[src/rtl/instr_decode_reg.sv]
// Fetch-to-decode holding register: splits a MIPS word into fields, flags unsupported encodings, selects zero/sign extension.
// 1-cycle latency; outputs hold while out_ready is low, and in_ready = !out_valid || out_ready gives full throughput.
module instr_decode_reg #(
    parameter int PC_W = 32
) (
    input  logic            clk,
    input  logic            reset,
    input  logic            flush,
    input  logic            in_valid,
    output logic            in_ready,
    input  logic [31:0]     in_instr,
    input  logic [PC_W-1:0] in_pc,
    output logic            out_valid,
    input  logic            out_ready,
    output logic [PC_W-1:0] out_pc,
    output logic [5:0]      opcode,
    output logic [4:0]      rs,
    output logic [4:0]      rt,
    output logic [4:0]      rd,
    output logic [4:0]      shamt,
    output logic [5:0]      funct,
    output logic [15:0]     imm16,
    output logic            ext_sel,
    output logic [25:0]     jtarget,
    output logic            illegal,
    output logic [15:0]     retired_cnt
);

    typedef struct packed {
        logic [31:0]     instr;
        logic [PC_W-1:0] pc;
        logic            ext_sel;
        logic            illegal;
    } hold_t;

    hold_t       hold_q;
    hold_t       hold_d;
    logic        load;
    logic        fire;
    logic [5:0]  in_op;
    logic [5:0]  in_fn;

    assign in_ready = !out_valid || out_ready;
    assign load     = in_valid && in_ready && !flush;
    assign fire     = out_valid && out_ready;

    assign in_op = in_instr[31:26];
    assign in_fn = in_instr[5:0];

    // Decode happens on the input side so the held copy already carries the flags.
    always_comb begin
        hold_d         = '0;
        hold_d.instr   = in_instr;
        hold_d.pc      = in_pc;
        hold_d.ext_sel = (in_op inside {6'h0C, 6'h0D, 6'h0E, 6'h0F});
        case (in_op)
            6'h00: begin
                case (in_fn)
                    6'h20, 6'h22, 6'h24, 6'h25, 6'h2A, 6'h08: hold_d.illegal = 1'b0;
                    default:                                  hold_d.illegal = 1'b1;
                endcase
            end
            6'h02, 6'h03, 6'h04, 6'h05,
            6'h08, 6'h09, 6'h0A,
            6'h0C, 6'h0D, 6'h0E, 6'h0F,
            6'h23, 6'h2B:  hold_d.illegal = 1'b0;
            default:       hold_d.illegal = 1'b1;
        endcase
    end

    always_ff @(posedge clk or posedge reset) begin
        if (reset) begin
            hold_q    <= '0;
            out_valid <= 1'b0;
        end else if (load) begin
            hold_q    <= hold_d;
            out_valid <= 1'b1;
        end else if (flush || fire) begin
            out_valid <= 1'b0;
        end
    end

    // Counts consumed outputs even in a flush cycle; wraps naturally at 16 bits.
    always_ff @(posedge clk or posedge reset) begin
        if (reset) begin
            retired_cnt <= '0;
        end else if (fire) begin
            retired_cnt <= retired_cnt + 16'd1;
        end
    end

    assign out_pc  = hold_q.pc;
    assign opcode  = hold_q.instr[31:26];
    assign rs      = hold_q.instr[25:21];
    assign rt      = hold_q.instr[20:16];
    assign rd      = hold_q.instr[15:11];
    assign shamt   = hold_q.instr[10:6];
    assign funct   = hold_q.instr[5:0];
    assign imm16   = hold_q.instr[15:0];
    assign jtarget = hold_q.instr[25:0];
    assign ext_sel = hold_q.ext_sel;
    assign illegal = hold_q.illegal;

endmodule

[config.mk]
export PLATFORM = sky130hd
export DESIGN_NAME = instr_decode_reg
export DESIGN_NICKNAME = d
export VERILOG_FILES = /design/src/rtl/instr_decode_reg.sv
export SDC_FILE = /design/constraint.sdc
export NUM_CORES = 1
export LEC_CHECK = 0
export ABC_AREA = 0
export CAP_MARGIN = 20
export CORE_ASPECT_RATIO = 1.4
export CORE_UTILIZATION = 44
export CTS_BUF_LIST = sky130_fd_sc_hd__clkbuf_4
export CTS_CLUSTER_DIAMETER = 150
export DETAILED_ROUTE_END_ITERATION = 7
export GPL_TIMING_DRIVEN = 1
export PLACE_DENSITY_LB_ADDON = 0.05
export SYNTH_ARGS = -nofsm -noshare
export SYNTH_HDL_FRONTEND = slang
export SYNTH_SLANG_ARGS = --single-unit
[constraint.sdc]
create_clock -name clk -period 5.9 [get_ports clk]
set_input_delay 0.885 -clock clk [delete_from_list [all_inputs] [get_ports clk]]
set_output_delay 0.885 -clock clk [all_outputs]
set_load 0.005 [all_outputs]
## After elaboration in Yosys (flattened, before gate mapping)

Index checks and enable logic that the tools add are counted.

| word-level totals | value |
|---|---|
| input port bits | 69 |
| register bits | 83 |
| output and inout port bits | 126 |
| word-level logic and storage cells | 42 |

| operators by class | value |
|---|---|
| multiplexer cells | 4 |
| $add $sub $neg | 1 |
| equality and inequality tests | 19 |
| reduce and logical (&&, ||, !) cells | 12 |

Operator list:

| kind | count |
|---|---|
| $eq 6x4->1 const B | 8 |
| $eq 6x6->1 const B | 7 |
| $add 16x1->16 const B | 1 |
| $reduce_or 13->1 | 1 |
| $eq 6x2->1 const B | 2 |
| $eq 6x3->1 const B | 2 |
| $logic_not 6->1 | 1 |
| $reduce_or 6->1 | 1 |
| $reduce_bool 4->1 | 1 |
| $logic_and 1x1->1 | 3 |
| $mux 1 | 3 |
| $logic_not 1->1 | 2 |
| $logic_or 1x1->1 | 2 |
| $pmux 1 s2 | 1 |
| $reduce_bool 2->1 | 1 |

## Depth between registers and ports, before layout

Gate-level depths: netlist of the first run.

| depth | value |
|---|---|
| depth after elaboration | 5 |
| depth in mapped cells | 6 |
| gate-level depth less buffers | 5 |

## Worst setup path before layout of the first run

No wires, ideal clock.

| timing path | value |
|---|---|
| path type | input to output |
| start point | input out_ready |
| end point | output in_ready |
| data required time | 5015 ps |
| buffers on the path | 0 |
| slack | 3894 ps |
| arrival time | 1121 ps |
| stages | 2 |
| cell sequence | nor2b_2 > inv_1 |

| between the ends | value |
|---|---|
| longest elaborated chain between the ends | 1 |

RTL lines:

| item | RTL line | text |
|---|---|---|
| start, declared | 14 | `input logic out_ready,` |
| $logic_or 1x1->1 | 43 | `assign in_ready = !out_valid \|\| out_ready;` |
| end, declared | 10 | `output logic in_ready,` |

Every way passes these cells.

## Final worst setup path of the first run

Same ends and word-level chain as after synthesis.

==> results of run 1 <==
[layout make-up]
cell class                      count  area, sq um  area share, %
Sequential cell                    83         2080           37.9
Tap cell                          100          125           2.28
Inverter                            7         27.5          0.502
Clock inverter                      4         42.5          0.776
Timing Repair Buffer              197         1980           36.1
Multi-Input combinational cell    125         1150           21.0
Clock buffer                       11         82.6           1.51
[through the flow]
stage,hold WS (ns),area (sq um),setup WS [ns],instances
4_1_cts,0.490,5460,2.90,526
6_report,0.485,5480,2.90,527
5_1_grt,0.521,5480,2.84,527
3_5_place_dp,0.464,5340,2.91,511
2_1_floorplan,0.468,3630,2.88,264
3_3_place_gp,0.468,5340,2.94,511
[registers in the layout, summed over array words and instances (netlist names)]
register	cells
retired_cnt	16
out_valid	1
funct	6
illegal	1
ext_sel	1
out_pc	32
opcode	6
jtarget	10
imm16	10
[worst max-delay path, stage by stage]
cell and delay [ns]:
clkdlybuf4s50_1 0.49, nor2b_2 0.23, inv_1 0.06, clkdlybuf4s50_1 0.44
[power by group]
part / leakage, nW / total, mW / internal (mW) / switching [mW]
clock network: 0.0718 / 0.312 / 0.134 / 0.178
registers: 1.00 / 0.734 / 0.661 / 0.0726
logic: 1.19 / 0.491 / 0.353 / 0.138
total: 2.26 / 1.54 / 1.15 / 0.389
[placed cells by master, fill, tap and decap left out, drive strengths merged, types with 5 or more instances in the layout]
| cell | n |
|---|---|
| xor2 | 5 |
| nand3 | 8 |
| inv | 6 |
| xnor2 | 10 |
| nor2 | 7 |
| dfrtp | 83 |
| mux2 | 65 |
| nand4 | 5 |
| clkdlybuf4s50 | 194 |
| clkbuf | 11 |
[worst paths after layout]
check / to
setup / recovery: in_ready
hold / removal: retired_cnt[15]
setup reg to reg: out_pc[28]
hold reg to reg: retired_cnt[15]
max in group asynchronous: jtarget[25]
min in group asynchronous: out_pc[2]
[routing by layer]
layer	part of all wire (%)	wire length, microns
met1	40	3190
met2	50	3930
met3	8.2	649
met4	1.8	141
met5	0	0
[logic make-up (layout without fill, tap and decap cells)]
logic type	after synthesis	count (layout)	share of synthesized area, %
DFF	83	83	57.2
muxes	65	65	20.2
and+or+nand+nor	37	37	6.03
adders and majority gates	1	1	0.345
buffers and inverters	56	219	11.1
AOI/OAI and AO/OA	7	7	1.52
xor gates and xnor gates	15	15	3.62
==> results.ini, run 1 <==
[cells_and_area]
nNetsFinal = 493
synthToLayoutAreaGrowth_pct = 51.1
insertedDiodeCount = 0
drive_gt1_share_pct = 19.0
utilization_pct = 69.5
fillCellCount = 613

[clock_tree]
cts.path.max_buffers = 2
cts.clk_slew.worst_paths_ns = 0.12
post-cts-setup-buffer-count = 0
htreeDepth = 3
tritoncts = yes
cts-root-buf = clkbuf_4
clock_latency_ns = 0.42
cts.sinks = 83
numCtsBuffers = 9
ctsResizeCount = 0
ctsHoldBuffers = 0

[worst_setup_path]
reg2regPathDepth = 4
end_kind = output pin
crit_fanout = 4
regToRegSetupSlack_ns = 3.87
critPathLaunchType = input pin
crit_start = out_ready
r2r_start = out_valid
critPathKind = in -> out
cp.required_ns = 5.02
cp.arrival_ns = 2.11

[routing]
drtIter0Drc = 76
route.detailed.drc = 0
vias_per_cell = 4.79
ant_nets = 0
wl_per_cell_microns = 15.0
dr.pass1.iters = 4
routed_wl_microns = 7910
via_count = 2522

[placement]
gp_congestion = 0.738
numPortBuffers = 194
place_hpwl_microns = 5630

[power]
power_density_nw_per_um2 = 280
finalPower_mw = 1.54
ir_worst_vdd_uv = 194
total_leakage_power_nw = 2.26

[yosys]
yosys-top-cells-area = dfrtp_1, mux2_2, buf_4
ys_top_cells_by_count = dfrtp_1, mux2_2, buf_4
synth.distinct_cells = 28
synthCells = 264
synth-seq-area-share_pct = 57.2
synth_nets = 334
synth_most_common_cell = dfrtp_1
synth_top_area_share_pct = 57.2
ys_ff_latch = 83
yosysWarnings = 0
synth_edf_count = 0
yosysTopAreaCell = dfrtp_1
synthFlopType = dfrtp_1
synth_area_per_cell_sq_um = 13.7
synthArstFlopShare_pct = 100
syn_area_sq_um = 3630

[floorplan]
num_rows = 38
pin_count = 195
fp.dieH_microns = 109
start_util_pct = 46.0
design.core.area_sq_um = 7890
die_x_microns = 78.8
dieArea_sq_um = 8620

[grt]
grt_start_max_net_pins = 84
grt_pass1_vias = 2537
use_met2_pct = 30.5
grt_first_pass_wirelength_microns = 12200
grt_busiest_layer = met2
antenna_found_initial = 0
grt_usage_pct = 18.7
grt_remaining_overflow = 0
use_met3_pct = 5.56
grt_use_met1_pct = 22.3

[sta]
drv_slew = 0
worst_pin_slew_ns = 0.849
finalSetupTns_ns = 0
rsz0062_at_grt = false
min_period_ns = 3.00
fmax_ghz = 0.334
period_share_pct = 50.8
setup_viol = 0
slew_headroom_pct = 43.4
fin_skew_ns = 0.00876
hold_viol_final = 0

[run]
maxCapViolations = 0

[worst_hold_path]
worstHoldStart = retired_cnt[15]
hold_depth = 1
hp-class = reg -> reg

[outcome]
status = finished, final reports clean

Note: power is estimated with default switching activity, not from simulation.
==> run 2: changes to the inputs <==
CORE_UTILIZATION = 36   (was 44)
clock period = 2.55 ns   (was 5.9 ns; I/O delays follow)
==> run 2 against run 1 <==
Against the previous run:
- design area is 1.9% higher
- die area is 22% higher
- clock power grew to 2.7 times the previous value
- clock skew up 0.010 ns
- flip-flop and latch count is the same
- first-iteration DRC count increased by 18%
- setup slack lost 2.3 ns
- wire length grew 7.5%
- hold slack worse by 0.11 ns
- critical path type is now reg -> out
==> results.ini, run 2 (same netlist as run 1, synthesis figures left out) <==
[placement]
place_hpwl_microns = 6280  ; +12%
placed_cell_area_sq_um = 5430  ; +1.7%
numPortBuffers = 194  ; unchanged
pre_cts_ws_ns = 0.485  ; -2.42 ns
gp_congestion = 0.724  ; -1.9%

[power]
finalPower_mw = 3.68  ; +140%
ir_worst_vdd_uv = 397  ; +100%
total_leakage_power_nw = 2.28  ; +0.74%
power_density_nw_per_um2 = 659  ; +140%

[clock_tree]
post-cts-setup-buffer-count = 0  ; unchanged
ctsResizeCount = 0  ; unchanged
tritoncts = yes
cts.sinks = 83  ; unchanged
cts.path.max_buffers = 2  ; unchanged
ctsHoldBuffers = 0  ; unchanged
numCtsBuffers = 9  ; unchanged
cts.clk_slew.worst_paths_ns = 0.14  ; +0.02 ns
cts-root-buf = clkbuf_4
clock_latency_ns = 0.42  ; about the same
htreeDepth = 3  ; unchanged

[sta]
worst_pin_slew_ns = 0.435  ; -0.414 ns
slew_headroom_pct = 71.0  ; +28 points
fin_skew_ns = 0.0188  ; +0.0101 ns
fin_ws_ns = 0.581  ; -2.32 ns
hold_viol_final = 0  ; unchanged
setup_viol = 0  ; unchanged
fmax_ghz = 0.508
rsz0062_at_grt = false
min_period_ns = 1.97
finalSetupTns_ns = 0  ; unchanged
period_share_pct = 77.2
drv_slew = 0  ; unchanged

[routing]
vias_per_cell = 4.54  ; -5.2%
ant_nets = 0  ; unchanged
wl_per_cell_microns = 15.1  ; +0.41%
route.detailed.drc = 0  ; unchanged
drtIter0Drc = 90  ; +18%
via_count = 2558  ; +1.4%
dr.pass1.iters = 4  ; unchanged
routed_wl_microns = 8500  ; +7.5%

[worst_setup_path]
crit_fanout = 5  ; +1
critPathLaunchType = flip-flop
cp.arrival_ns = 1.59  ; -0.52 ns
path_cells = nor2b_2, inv_1, clkdlybuf4s50_1
max_stage_delay_ns = 0.44  ; -0.05 ns
reg2regPathDepth = 4  ; unchanged
critPathKind = reg -> out
cp.required_ns = 2.17  ; -2.85 ns
end_kind = output pin
cp_slowest_cell = clkdlybuf4s50_1

[grt]
grt_remaining_overflow = 0  ; unchanged
grt_first_pass_wirelength_microns = 13400  ; +10%
antenna_found_initial = 1  ; +1
grt_start_max_net_pins = 84  ; unchanged
grt_pass1_vias = 2493  ; -1.7%
grt_usage_pct = 17.1  ; -1.7 points

[floorplan]
design.core.area_sq_um = 9850  ; +25%
num_rows = 43  ; +13%
dieArea_sq_um = 10500  ; +22%
fp.dieH_microns = 121  ; +10%
die_x_microns = 86.9  ; +10%
pin_count = 195  ; unchanged
start_util_pct = 36.9  ; -9.1 points

[cells_and_area]
nNetsFinal = 493  ; unchanged
design_area_sq_um = 5590  ; +1.9%
final_common_cell = clkdlybuf4s50_1
utilization_pct = 56.8  ; -13 points
largest_reg_flops = 32  ; unchanged
drive_gt1_share_pct = 19.2  ; +0.19 points
layout_common_cells = clkdlybuf4s50_1, dfrtp_1, mux2_2, xnor2_1, clkbuf_4
synthToLayoutAreaGrowth_pct = 54.0

[worst_hold_path]
hp-class = in -> async

[outcome]
status = finished, final reports clean

[run]
maxCapViolations = 0  ; unchanged

[run 2: cell types whose count changed in the layout (fill, tap and decap cells not counted), sizes merged]
| cell | change |
|---|---|
| clkbuf | -2 |
| bufinv | +1 |
| clkinv | +1 |
| clkinvlp | +1 |
| diode | +1 |
[run 2: area by class of cell]
cell class	count	area (sq um)
Tap cell	135	169
Sequential cell	83	2080
Multi-Input combinational cell	125	1150
Clock inverter	7	92.6
Antenna cell	1	2.50
Inverter	7	27.5
Clock buffer	9	67.6
Timing Repair Buffer	197	2000
Fill cell	889	4260
[run 2: final timing paths]
check	start	endpoint	slack, ns
max	out_valid	in_ready	0.58
min	reset	out_pc[7]	0.37
max reg2reg	out_valid	jtarget[21]	0.90
min reg2reg	retired_cnt[15]	retired_cnt[15]	0.48
max in group asynchronous	reset	out_valid	1.84
min in group clk	retired_cnt[15]	retired_cnt[15]	0.48
[run 2: routing by layer]
metal | vias up | wire length [microns] | track usage [%] | share of wire [%]
li1 | 1182 | - | - | -
met1 | 1253 | 3220 | 19.4 | 38
met2 | 115 | 4540 | 29.5 | 53
met3 | 8 | 616 | 4.85 | 7.3
met4 | 0 | 115 | 7.29 | 1.4
met5 | - | 0 | 0 | 0
[run 2: where the power goes]
group | leakage, nW | internal, mW | switching [mW] | total (mW)
combinational | 1.19 | 0.819 | 0.318 | 1.14
clock | 0.0812 | 0.395 | 0.454 | 0.849
sequential | 1.00 | 1.53 | 0.167 | 1.70
[run 2: stage by stage]
stage,hold WS (ns),instances
floorplan,0.449,264
global placement,0.469,547
detailed placement,0.473,547
CTS,0.357,563
global route,0.361,564
finish,0.375,564
[run 2: critical path, delay by kind of cell (launching register included)]
family | cells | cell delay, ns
DFF | 1 | 0.43
buffers and inverters | 2 | 0.50
and+or+nand+nor | 1 | 0.25
